## src/rtl/glay_req_pkg.sv

```systemverilog
// Shared state encoding, default geometry and line-count helper for the
// GLAY setup request engine.
package glay_req_pkg;

  typedef enum logic [1:0] {
    ST_IDLE  = 2'd0,
    ST_GEN   = 2'd1,
    ST_DRAIN = 2'd2,
    ST_DONE  = 2'd3
  } state_e;

  localparam int LINE_BYTES_DEF      = 64;
  localparam int MAX_OUTSTANDING_DEF = 16;

  // ceil((offset + nbytes) / 2**lb_log2); 34-bit sum so a 4 GiB job cannot wrap
  function automatic logic [32:0] line_count(input logic [31:0] offset,
                                             input logic [31:0] nbytes,
                                             input int          lb_log2);
    logic [33:0] sum;
    sum = {2'b00, offset} + {2'b00, nbytes} + ((34'd1 << lb_log2) - 34'd1);
    return 33'(sum >> lb_log2);
  endfunction

endpackage

```

## src/rtl/glay_sync_fifo.sv

```systemverilog
// Single-clock FIFO with wrap-bit pointers; head word is visible on o_data
// whenever o_empty is low.
module glay_sync_fifo #(
  parameter int WIDTH = 64,
  parameter int DEPTH = 32
) (
  input  logic             i_clk,
  input  logic             i_rst_n,
  input  logic             i_push,
  input  logic [WIDTH-1:0] i_data,
  input  logic             i_pop,
  output logic [WIDTH-1:0] o_data,
  output logic             o_full,
  output logic             o_empty
);
  localparam int PTR_W = $clog2(DEPTH);

  logic [WIDTH-1:0] r_mem [DEPTH];
  logic [PTR_W:0]   r_wr_ptr;
  logic [PTR_W:0]   r_rd_ptr;
  logic             w_do_push;
  logic             w_do_pop;

  assign o_empty   = (r_wr_ptr == r_rd_ptr);
  assign o_full    = (r_wr_ptr[PTR_W] != r_rd_ptr[PTR_W]) &&
                     (r_wr_ptr[PTR_W-1:0] == r_rd_ptr[PTR_W-1:0]);
  assign w_do_push = i_push && !o_full;
  assign w_do_pop  = i_pop && !o_empty;
  assign o_data    = r_mem[r_rd_ptr[PTR_W-1:0]];

  always_ff @(posedge i_clk or negedge i_rst_n) begin
    if (!i_rst_n) begin
      r_wr_ptr <= '0;
      r_rd_ptr <= '0;
    end else begin
      if (w_do_push) r_wr_ptr <= r_wr_ptr + 1'b1;
      if (w_do_pop)  r_rd_ptr <= r_rd_ptr + 1'b1;
    end
  end

  // Storage needs no reset: o_empty guards every read of stale contents.
  always_ff @(posedge i_clk) begin
    if (w_do_push) r_mem[r_wr_ptr[PTR_W-1:0]] <= i_data;
  end

endmodule

```

## src/rtl/glay_setup_req_engine.sv

```systemverilog
// Expands a (base_addr, num_bytes) job into line-aligned cache requests,
// throttled by a cap on requests still waiting for a response.
//
// state    | meaning
// ---------+--------------------------------------------------------
// ST_IDLE  | waiting for start; job parameters latched on start
// ST_GEN   | pushing one line address per cycle into the FIFO
// ST_DRAIN | all lines queued; waiting for FIFO empty and no outstanding
// ST_DONE  | completion; done pulses on the following cycle
module glay_setup_req_engine
  import glay_req_pkg::*;
#(
  parameter int ADDR_W          = 64,
  parameter int LINE_BYTES      = LINE_BYTES_DEF,
  parameter int FIFO_DEPTH      = 32,
  parameter int MAX_OUTSTANDING = MAX_OUTSTANDING_DEF
) (
  input  logic                                 ap_clk,
  input  logic                                 ap_rst_n,
  input  logic                                 start,
  input  logic [ADDR_W-1:0]                    base_addr,
  input  logic [31:0]                          num_bytes,
  output logic                                 req_valid,
  input  logic                                 req_ready,
  output logic [ADDR_W-1:0]                    req_addr,
  input  logic                                 resp_valid,
  output logic                                 busy,
  output logic                                 done,
  output logic [$clog2(MAX_OUTSTANDING+1)-1:0] outstanding
);
  localparam int                OFF_W    = $clog2(LINE_BYTES);
  localparam int                CNT_W    = $clog2(MAX_OUTSTANDING + 1);
  localparam logic [ADDR_W-1:0] OFF_MASK = ADDR_W'(LINE_BYTES - 1);
  localparam logic [ADDR_W-1:0] LINE_INC = ADDR_W'(LINE_BYTES);
  localparam logic [CNT_W-1:0]  CNT_CAP  = CNT_W'(MAX_OUTSTANDING);

  state_e             r_state;
  logic [ADDR_W-1:0]  r_addr;
  logic [32:0]        r_lines_left;
  logic [CNT_W-1:0]   r_out;
  logic               r_done;

  logic [ADDR_W-1:0]  w_aligned;
  logic [31:0]        w_offset;
  logic [32:0]        w_lines;
  logic               w_push;
  logic               w_pop;
  logic               w_dec;
  logic               w_full;
  logic               w_empty;
  logic               w_below_cap;
  logic [ADDR_W-1:0]  w_head;

  assign w_aligned   = base_addr & ~OFF_MASK;
  assign w_offset    = 32'(base_addr & OFF_MASK);
  assign w_lines     = line_count(w_offset, num_bytes, OFF_W);
  assign w_push      = (r_state == ST_GEN) && !w_full && (r_lines_left != '0);
  assign w_below_cap = (r_out < CNT_CAP);
  assign w_pop       = req_valid && req_ready;
  assign w_dec       = resp_valid && (r_out != '0);

  assign req_valid   = !w_empty && w_below_cap;
  // Gated so the bus reads zero whenever no request is offered, including reset.
  assign req_addr    = req_valid ? w_head : '0;
  assign busy        = (r_state != ST_IDLE);
  assign done        = r_done;
  assign outstanding = r_out;

  glay_sync_fifo #(
    .WIDTH (ADDR_W),
    .DEPTH (FIFO_DEPTH)
  ) u_req_fifo (
    .i_clk   (ap_clk),
    .i_rst_n (ap_rst_n),
    .i_push  (w_push),
    .i_data  (r_addr),
    .i_pop   (w_pop),
    .o_data  (w_head),
    .o_full  (w_full),
    .o_empty (w_empty)
  );

  always_ff @(posedge ap_clk or negedge ap_rst_n) begin
    if (!ap_rst_n) begin
      r_state      <= ST_IDLE;
      r_addr       <= '0;
      r_lines_left <= '0;
      r_done       <= 1'b0;
    end else begin
      r_done <= 1'b0;
      case (r_state)
        ST_IDLE: begin
          if (start) begin
            r_addr       <= w_aligned;
            r_lines_left <= w_lines;
            r_state      <= (num_bytes == 32'd0) ? ST_DONE : ST_GEN;
          end
        end
        ST_GEN: begin
          if (w_push) begin
            r_addr       <= r_addr + LINE_INC;
            r_lines_left <= r_lines_left - 33'd1;
            if (r_lines_left == 33'd1) r_state <= ST_DRAIN;
          end
        end
        ST_DRAIN: begin
          if (w_empty && (r_out == '0)) r_state <= ST_DONE;
        end
        ST_DONE: begin
          r_done  <= 1'b1;
          r_state <= ST_IDLE;
        end
        default: r_state <= ST_IDLE;
      endcase
    end
  end

  // Responses with nothing outstanding (e.g. from a job killed by reset) are dropped.
  always_ff @(posedge ap_clk or negedge ap_rst_n) begin
    if (!ap_rst_n) begin
      r_out <= '0;
    end else begin
      case ({w_pop, w_dec})
        2'b10:   r_out <= r_out + 1'b1;
        2'b01:   r_out <= r_out - 1'b1;
        default: r_out <= r_out;
      endcase
    end
  end

endmodule

```

## config.mk

```make
export PLATFORM = sky130hd
export DESIGN_NAME = glay_setup_req_engine
export DESIGN_NICKNAME = d
export VERILOG_FILES = /design/src/rtl/glay_req_pkg.sv /design/src/rtl/glay_sync_fifo.sv /design/src/rtl/glay_setup_req_engine.sv
export SDC_FILE = /design/constraint.sdc
export NUM_CORES = 2
export LEC_CHECK = 0
export BUFFER_PORTS_ARGS = -buffer_cell sky130_fd_sc_hd__buf_2
export CAP_MARGIN = 30
export CORE_ASPECT_RATIO = 1.2
export CORE_MARGIN = 1
export CORE_UTILIZATION = 25
export DETAILED_ROUTE_END_ITERATION = 10
export SYNTH_ARGS = -nofsm -noshare
export SYNTH_HDL_FRONTEND = slang
export SYNTH_SLANG_ARGS = --single-unit
```

## constraint.sdc

```tcl
create_clock -name ap_clk -period 6.2 [get_ports ap_clk]
set_clock_uncertainty 0.15 [all_clocks]
set_input_delay 1.24 -clock ap_clk [delete_from_list [all_inputs] [get_ports ap_clk]]
set_output_delay 1.24 -clock ap_clk [all_outputs]
set_load 0.02 [all_outputs]
```

# ---- Yosys cells after proc, flatten, opt, wreduce, memory -nomap -nowiden
# Memories as Yosys holds them, arrays and structs flattened.
# Cells that the tools add are included.
dict set report totals {
  reg_bits 117
  latch_bits 0
  ramBits 2048
  rom_bits 0
  inputBits 101
  output_inout_bits 72
  wordCells 68
  mem_count 1
}
dict set report classes {
  n_addsub 8
  n_mul 0
  div_mod_pow 0
  n_lt_le_gt_ge 1
  eq_ne 13
  shifts 0
  muxes 17
  n_bitwise 0
  reduce_logical 21
}
# name depth width rd rd_ports_with_merged_regs wr line_no
set memory_table {}
lappend memory_table {u_req_fifo.r_mem 32 64 1 0 1 glay_sync_fifo.sv:18} ;# logic [WIDTH-1:0] r_mem [DEPTH];
# op count
set ops {}
lappend ops {{2-to-1 mux 64 bit} 3}
lappend ops {{one-hot mux 64 bit (2 select lines)} 1}
lappend ops {{2-to-1 mux 33 bit} 2}
lappend ops {{one-hot mux 33 bit (2 select lines)} 1}
lappend ops {{adder 64 x 7 -> 64 bit (second input constant)} 1}
lappend ops {{adder 33 x 6 -> 34 bit (second input constant)} 1}
lappend ops {{adder 6 x 32 -> 33 bit} 1}
lappend ops {{equality test 33 x 1 -> 1 bit (second input constant)} 1}
lappend ops {{nonzero test 33 bit} 1}
lappend ops {{subtractor 33 x 1 -> 33 bit (second input constant)} 1}
lappend ops {{zero test 32 bit} 1}
lappend ops {{adder 6 x 1 -> 6 bit (second input constant)} 2}
lappend ops {{2-to-1 mux 2 bit} 5}
lappend ops {{one-hot mux 5 bit (2 select lines)} 1}
lappend ops {{logical AND 1 bit} 9}
lappend ops {{one-hot mux 2 bit (4 select lines)} 1}
lappend ops {{equality test 2 bit (second input constant)} 3}
lappend ops {{equality test 6 bit} 1}
lappend ops {{nonzero test 2 bit} 3}
lappend ops {{adder 5 x 1 -> 5 bit (second input constant)} 1}
lappend ops {{equality test 5 bit} 1}
lappend ops {{zero test 5 bit} 1}
lappend ops {{less-than comparator 5 bit (second input constant)} 1}
lappend ops {{nonzero test 5 bit} 1}
lappend ops {{10 further kinds} 16}

# ---- Depth between registers and ports, before layout
dict set report depth {
  ltp_word 8
  depth_mapped 14
  ltp_nobuf 12
}

# ---- Cells and area by module
# From an unflattened synthesis, not the netlist that was laid out.
dict set report unflattened {
  cells_unflattened 4170
  area_unflattened_um2 84685.0
}
# mod n_inst cells_each area_each_um2 seq_area_each_um2
set by_module_without_submodules {}
lappend by_module_without_submodules {glay_sync_fifo 1 3200 76997.6 61799.3}
lappend by_module_without_submodules {glay_setup_req_engine 1 970 7687.4 2477.4}

# ---- Least setup slack after synthesis
# Ideal clock, no wire load.
dict set report synth_path {
  kind {reg2reg}
  startpoint {register r_lines_left[12]}
  endpoint {memory u_req_fifo.r_mem[28][10] (enable)}
  setup_ps 474
  t_arrival_ps 4339
  required_ps 5576
  setup_slack_ps 1237
  path_stages_with_launch 10
  path_buffers 3
  synth_period_minus_slack_ps 4963
  path_cell_list {dfrtp_1 -> or3_4 -> nor4_1 -> and4_1 -> buf_4 -> buf_4 -> a21oi_2 -> buf_2 -> nand3_1 -> nor2_1}
}
dict set report synth_between {
  elab_chain_len 5
}
# element line_no
set synth_rtl {}
lappend synth_rtl {{from (decl)} glay_setup_req_engine.sv:39} ;# logic [32:0] r_lines_left;
lappend synth_rtl {{from (signal assigned)} glay_setup_req_engine.sv:95} ;# r_lines_left <= w_lines;
lappend synth_rtl {{from (signal assigned)} glay_setup_req_engine.sv:102} ;# r_lines_left <= r_lines_left - 33'd1;
lappend synth_rtl {{nonzero test 33 bit} glay_setup_req_engine.sv:57} ;# assign w_push = (r_state == ST_GEN) && !w_full && (r_lines_left != '0);
lappend synth_rtl {{logical AND 1 bit} glay_setup_req_engine.sv:57}
lappend synth_rtl {{logical AND 1 bit} glay_sync_fifo.sv:27} ;# assign w_do_push = i_push && !o_full;
lappend synth_rtl {{2-to-1 mux 1 bit} glay_sync_fifo.sv:43} ;# if (w_do_push) r_mem[r_wr_ptr[PTR_W-1:0]] <= i_data;
lappend synth_rtl {{2-to-1 mux 1 bit (implied by the code)} glay_sync_fifo.sv:43}
lappend synth_rtl {{to (decl)} glay_sync_fifo.sv:18}
# No other way between the ends.

# ---- Worst setup path after layout
dict set report layout_path {
  startpoint {register u_req_fifo.r_rd_ptr[1]}
  endpoint {output port req_addr[45]}
}
dict set report layout_between {
  elab_chain_len 4
  word_cells_on_any_way 5
  cone_classes {1 x eq/ne; 1 x mux; 2 x reduce/logical; 1 x memory}
}
# element line_no
set layout_rtl {}
lappend layout_rtl {{from (decl)} glay_sync_fifo.sv:20} ;# logic [PTR_W:0] r_rd_ptr;
lappend layout_rtl {{from (signal assigned)} glay_sync_fifo.sv:37} ;# if (w_do_pop) r_rd_ptr <= r_rd_ptr + 1'b1;
lappend layout_rtl {{parallel branches: the longest is 3 deep, another holds memory read (32 x 64 bit)} -}
lappend layout_rtl {{2-to-1 mux 64 bit *} glay_setup_req_engine.sv:64} ;# assign req_addr = req_valid ? w_head : '0;
lappend layout_rtl {{to (decl)} glay_setup_req_engine.sv:25} ;# output logic [ADDR_W-1:0] req_addr,
# Every way passes the cells marked *.

==> metrics.sh <==
ANT_NETS=0
FILL_CELLS=30610
SYNTH.FF_LATCH_COUNT=1967
GR-TOTAL-OVERFLOW=0
CORE_REGION_AREA_UM2=316400
FINISH.UTILIZATION=0.2953
CELLPOWERDENSITY_nW_PER_UM2=486.3
TRITONCTS_CLOCK_TREE='built'
CELLS_RESIZED_BY_POST_CTS_REPAIR=0
YOSYS.CELL_TYPES.COUNT=80
FINALSETUPVIOLATIONS=0
PATH_CLASS='flip-flop to output pin'
MAXSLEWVIOLCOUNT=0
FINAL_CELL_COUNT_WITHOUT_FILLERS=8635
FINISH.INSTANCE_AREA_UM2=93430
DESIGN.DIE.AREA_UM2=321200
TIMING.SLEW.HEADROOM=0.2890
START_KIND='flip-flop'
GLOBALPLACE.CONGESTION=0.8038
INITIAL_STANDARD_CELL_UTILIZATION_OF_THE_CORE=0.2520
CLK_PIN_SLEW_WORST_PATHS_NS=0.06
SETUP-TNS-FINAL_NS=0
PLACEDINSTANCEAREA_UM2=87360
SYNTH.YOSYS.SEQ_AREA_SHARE=0.7337
STATUS='completed'
NUMBER_OF_FLOPS_MAPPED_TO_ENABLE_CELLS_BY_YOSYS=1856
CLKLATENCYLATEPIN_NS=0.83
PLACE_HPWL_MM=123.6
DRIVE_GT1_FRAC=0.2785
PERIOD_SHARE=0.8718
CRITPATHCAPTURETYPE='output pin'
GRT_PASS1_VIAS=41740
MAX_CLOCK_FREQ_GHz=0.1850
TOTAL_NUMBER_OF_PLACEMENT_ROWS=226
CHIPWIDTH_UM=517.6
FINAL_PERIOD_MINUS_WORST_SETUP_SLACK_NS=5.405
DETAIL_ROUTE.VIAS_PER_CELL=4.804
PATH_BUF_INV=3
RSZ0062_AT_GRT='no'
POSTSYNTHCELLCOUNT=3939
PIN_COUNT_OF_THE_BIGGEST_NET_ENTERING_GLOBAL_ROUTING=78
TRITONCTS.NUM_BUFFERS=187
FF2FF_SETUP_SLACK_NS=1.73
CP_DATA_REQUIRED_TIME_NS=4.81
HOLD_CLASS='primary input to async pin'
HTREE_LEVELS=4
POWER.STATIC_LEAKAGE_nW=29.49
REPORT.FINAL.HOLD_VIOL_COUNT=0
CP_CELL_SEQUENCE='buf_4 -> buf_4 -> mux4_2 -> mux2i_1 -> mux4_2 -> nor2_1 -> buf_2'
SYNTHARSTFLOPSHARE=0.05643
CRIT_PATH_MAX_FANOUT=36
CTS_SINKS=1967
IRDROPWORSTVDD_mV=0.3377
POST-PLACE-CELLS=8272
PIN_COUNT=173
GRT_FIRST_PASS_WIRELENGTH_MM=313.6
WL_PER_CELL_UM=25.82
CTS_SETUP_BUFFERS=0
DRV_CAP=0
CLOCKBUFFERDEPTH=3
CRITICAL_PATH.TOP_DELAY_FAMILY='buffers and inverters'
POSTSYNTH.TOPFLOPCELL='edfxtp_1'
POST_SYNTH.CELL_AREA_AVG_UM2=20.24
ROUTE.VIAS.TOTAL=41480
FLOW.AREA_GROWTH_FROM_SYNTHESIS_PCT=17.17
REMAINING_DRC_ERRORS=0
NNETSFINAL=4378
CPMAXSTAGEDELAYCELL='dfrtp_4'
WORST_EP_ARRIVAL_TIME_NS=4.02
PORT-BUFFER-COUNT=166
ROUTED_WIRELENGTH_MM=222.9
CTS_HOLD_REPAIR.BUFFERS=0
CTS.ROOT.BUFFER_CELL='clkbuf_16'
OVERALL_DIE_HEIGHT_UM=620.7
GR-USAGE-ALL-LAYERS=0.1352
YOSYSWARNINGCOUNT=0
WORST_SLEW_PIN_SLEW_NS=1.067
CPPEAKSTAGEDELAY_NS=0.87
INITIAL_ANTENNA_VIOLATION_COUNT=40
DRT_ITER0_DRC=4957
HOLD-WORST-SLACK_NS=0.2834
DRT-PASS1-ITER-COUNT=5
SYN-CELL-AREA_UM2=79740
-- worst paths after layout --
kind,from,end,cells past startpoint
min,ap_rst_n,outstanding[3]$_DFFE_PN0P_,1
max,u_req_fifo.r_rd_ptr[1]$_DFFE_PN0P_,req_addr[45],7
min in group ap_clk,u_req_fifo.r_rd_ptr[5]$_DFFE_PN0P_,u_req_fifo.r_rd_ptr[5]$_DFFE_PN0P_,1
max in group asynchronous,ap_rst_n,u_req_fifo.r_wr_ptr[3]$_DFFE_PN0P_,2
max reg2reg,u_req_fifo.r_rd_ptr[2]$_DFFE_PN0P_,outstanding[4]$_DFFE_PN0P_,12
min reg2reg,u_req_fifo.r_rd_ptr[5]$_DFFE_PN0P_,u_req_fifo.r_rd_ptr[5]$_DFFE_PN0P_,1
-- where the power goes --
group,leakage (nW),internal (mW),switching (mW)
registers,18.0,17.5,0.883
clock network,2.87,6.10,4.97
logic,8.61,6.27,9.74
total,29.5,29.8,15.6
-- registers in the layout, indices dropped and copies added, names as in the netlist --
name	flops
u_req_fifo.r_mem	1856
r_addr	58
r_state	2
u_req_fifo.r_wr_ptr	6
outstanding	5
r_lines_left	33
u_req_fifo.r_rd_ptr	6
done	1
-- stage by stage --
stage               setup slack, ns  power (mW)
floorplan                     1.237       28.48
global placement              1.521       34.28
detailed placement            1.587       34.78
CTS                          0.6717       45.76
global route                 0.6017       47.24
finish                       0.7947       45.43
-- placed cells by master, fill, tap and decap left out, types with 12 or more instances in the layout --
cell type | netlist | final
a2111oi_0 | 22 | 22
a211oi_1 | 37 | 36
a21oi_1 | 32 | 32
and3_1 | 37 | 37
and4_1 | 14 | 13
buf_12 | 0 | 39
buf_16 | 0 | 20
buf_2 | 33 | 165
buf_4 | 10 | 132
clkbuf_1 | 155 | 41
clkbuf_16 | 0 | 189
clkinv_1 | 0 | 46
clkinv_2 | 0 | 38
dfrtp_1 | 111 | 106
edfxtp_1 | 1856 | 1856
ha_1 | 27 | 25
inv_1 | 43 | 42
mux2i_1 | 278 | 277
mux4_2 | 522 | 522
nand2_1 | 81 | 80
nand2b_1 | 26 | 26
nand3_1 | 83 | 83
nand4_1 | 40 | 40
nor2_1 | 162 | 128
nor2_4 | 0 | 33
nor3_1 | 48 | 48
nor4_1 | 26 | 26
o22ai_1 | 27 | 27
or3_1 | 19 | 19
xnor2_1 | 29 | 29
xor2_1 | 12 | 12
-- layer usage --
layer	GRT usage	part of all wire	wire length (um)	up-vias
li1	-	-	-	17070
met1	0.1753	0.40	89910	22300
met2	0.2338	0.50	112100	1779
met3	0.02304	0.072	15970	299
met4	0.03355	0.021	4781	28
met5	0	0.00079	177	-
-- cell usage after synthesis (all sizes together), types with 40 or more instances --
master	number	share of area
mux4	522	0.15
dfrtp	111	0.035
nand4	40	0.0031
edfxtp	1856	0.70
nand2	81	0.0038
mux2i	278	0.035
inv	43	0.0020
nor2	162	0.0076
nor3	48	0.0030
a211oi	40	0.0040
buf	85	0.0051
clkbuf	155	0.0073
nand3	84	0.0053
-- cell families (layout without fill, tap and decap cells) --
family                     Yosys count  count (layout)  share of synthesized area
AOI/OAI and AO/OA                  227             227                    0.02176
DFF                               1967            1967                     0.7337
xor gates and xnor gates            41              41                   0.004503
other                                1              14                 0.00004703
muxes                              809             809                     0.1836
and+or+nand+nor                    584             584                    0.03770
adders and majority gates           27              27                   0.004236
buffers and inverters              283             748                    0.01440
-- final cells by class --
cell class | count | area [um^2] | share of cell area
Sequential cell | 1967 | 58530 | 0.6264
Multi-Input combinational cell | 1694 | 20430 | 0.2186
Tap cell | 4218 | 5278 | 0.05649
Clock buffer | 232 | 4911 | 0.05256
Timing Repair Buffer | 357 | 3159 | 0.03381
Clock inverter | 116 | 945.9 | 0.01012
Inverter | 43 | 161.4 | 0.001728
Antenna cell | 8 | 20.02 | 0.0002143
No activity file was read; power rests on OpenSTA's default activity.
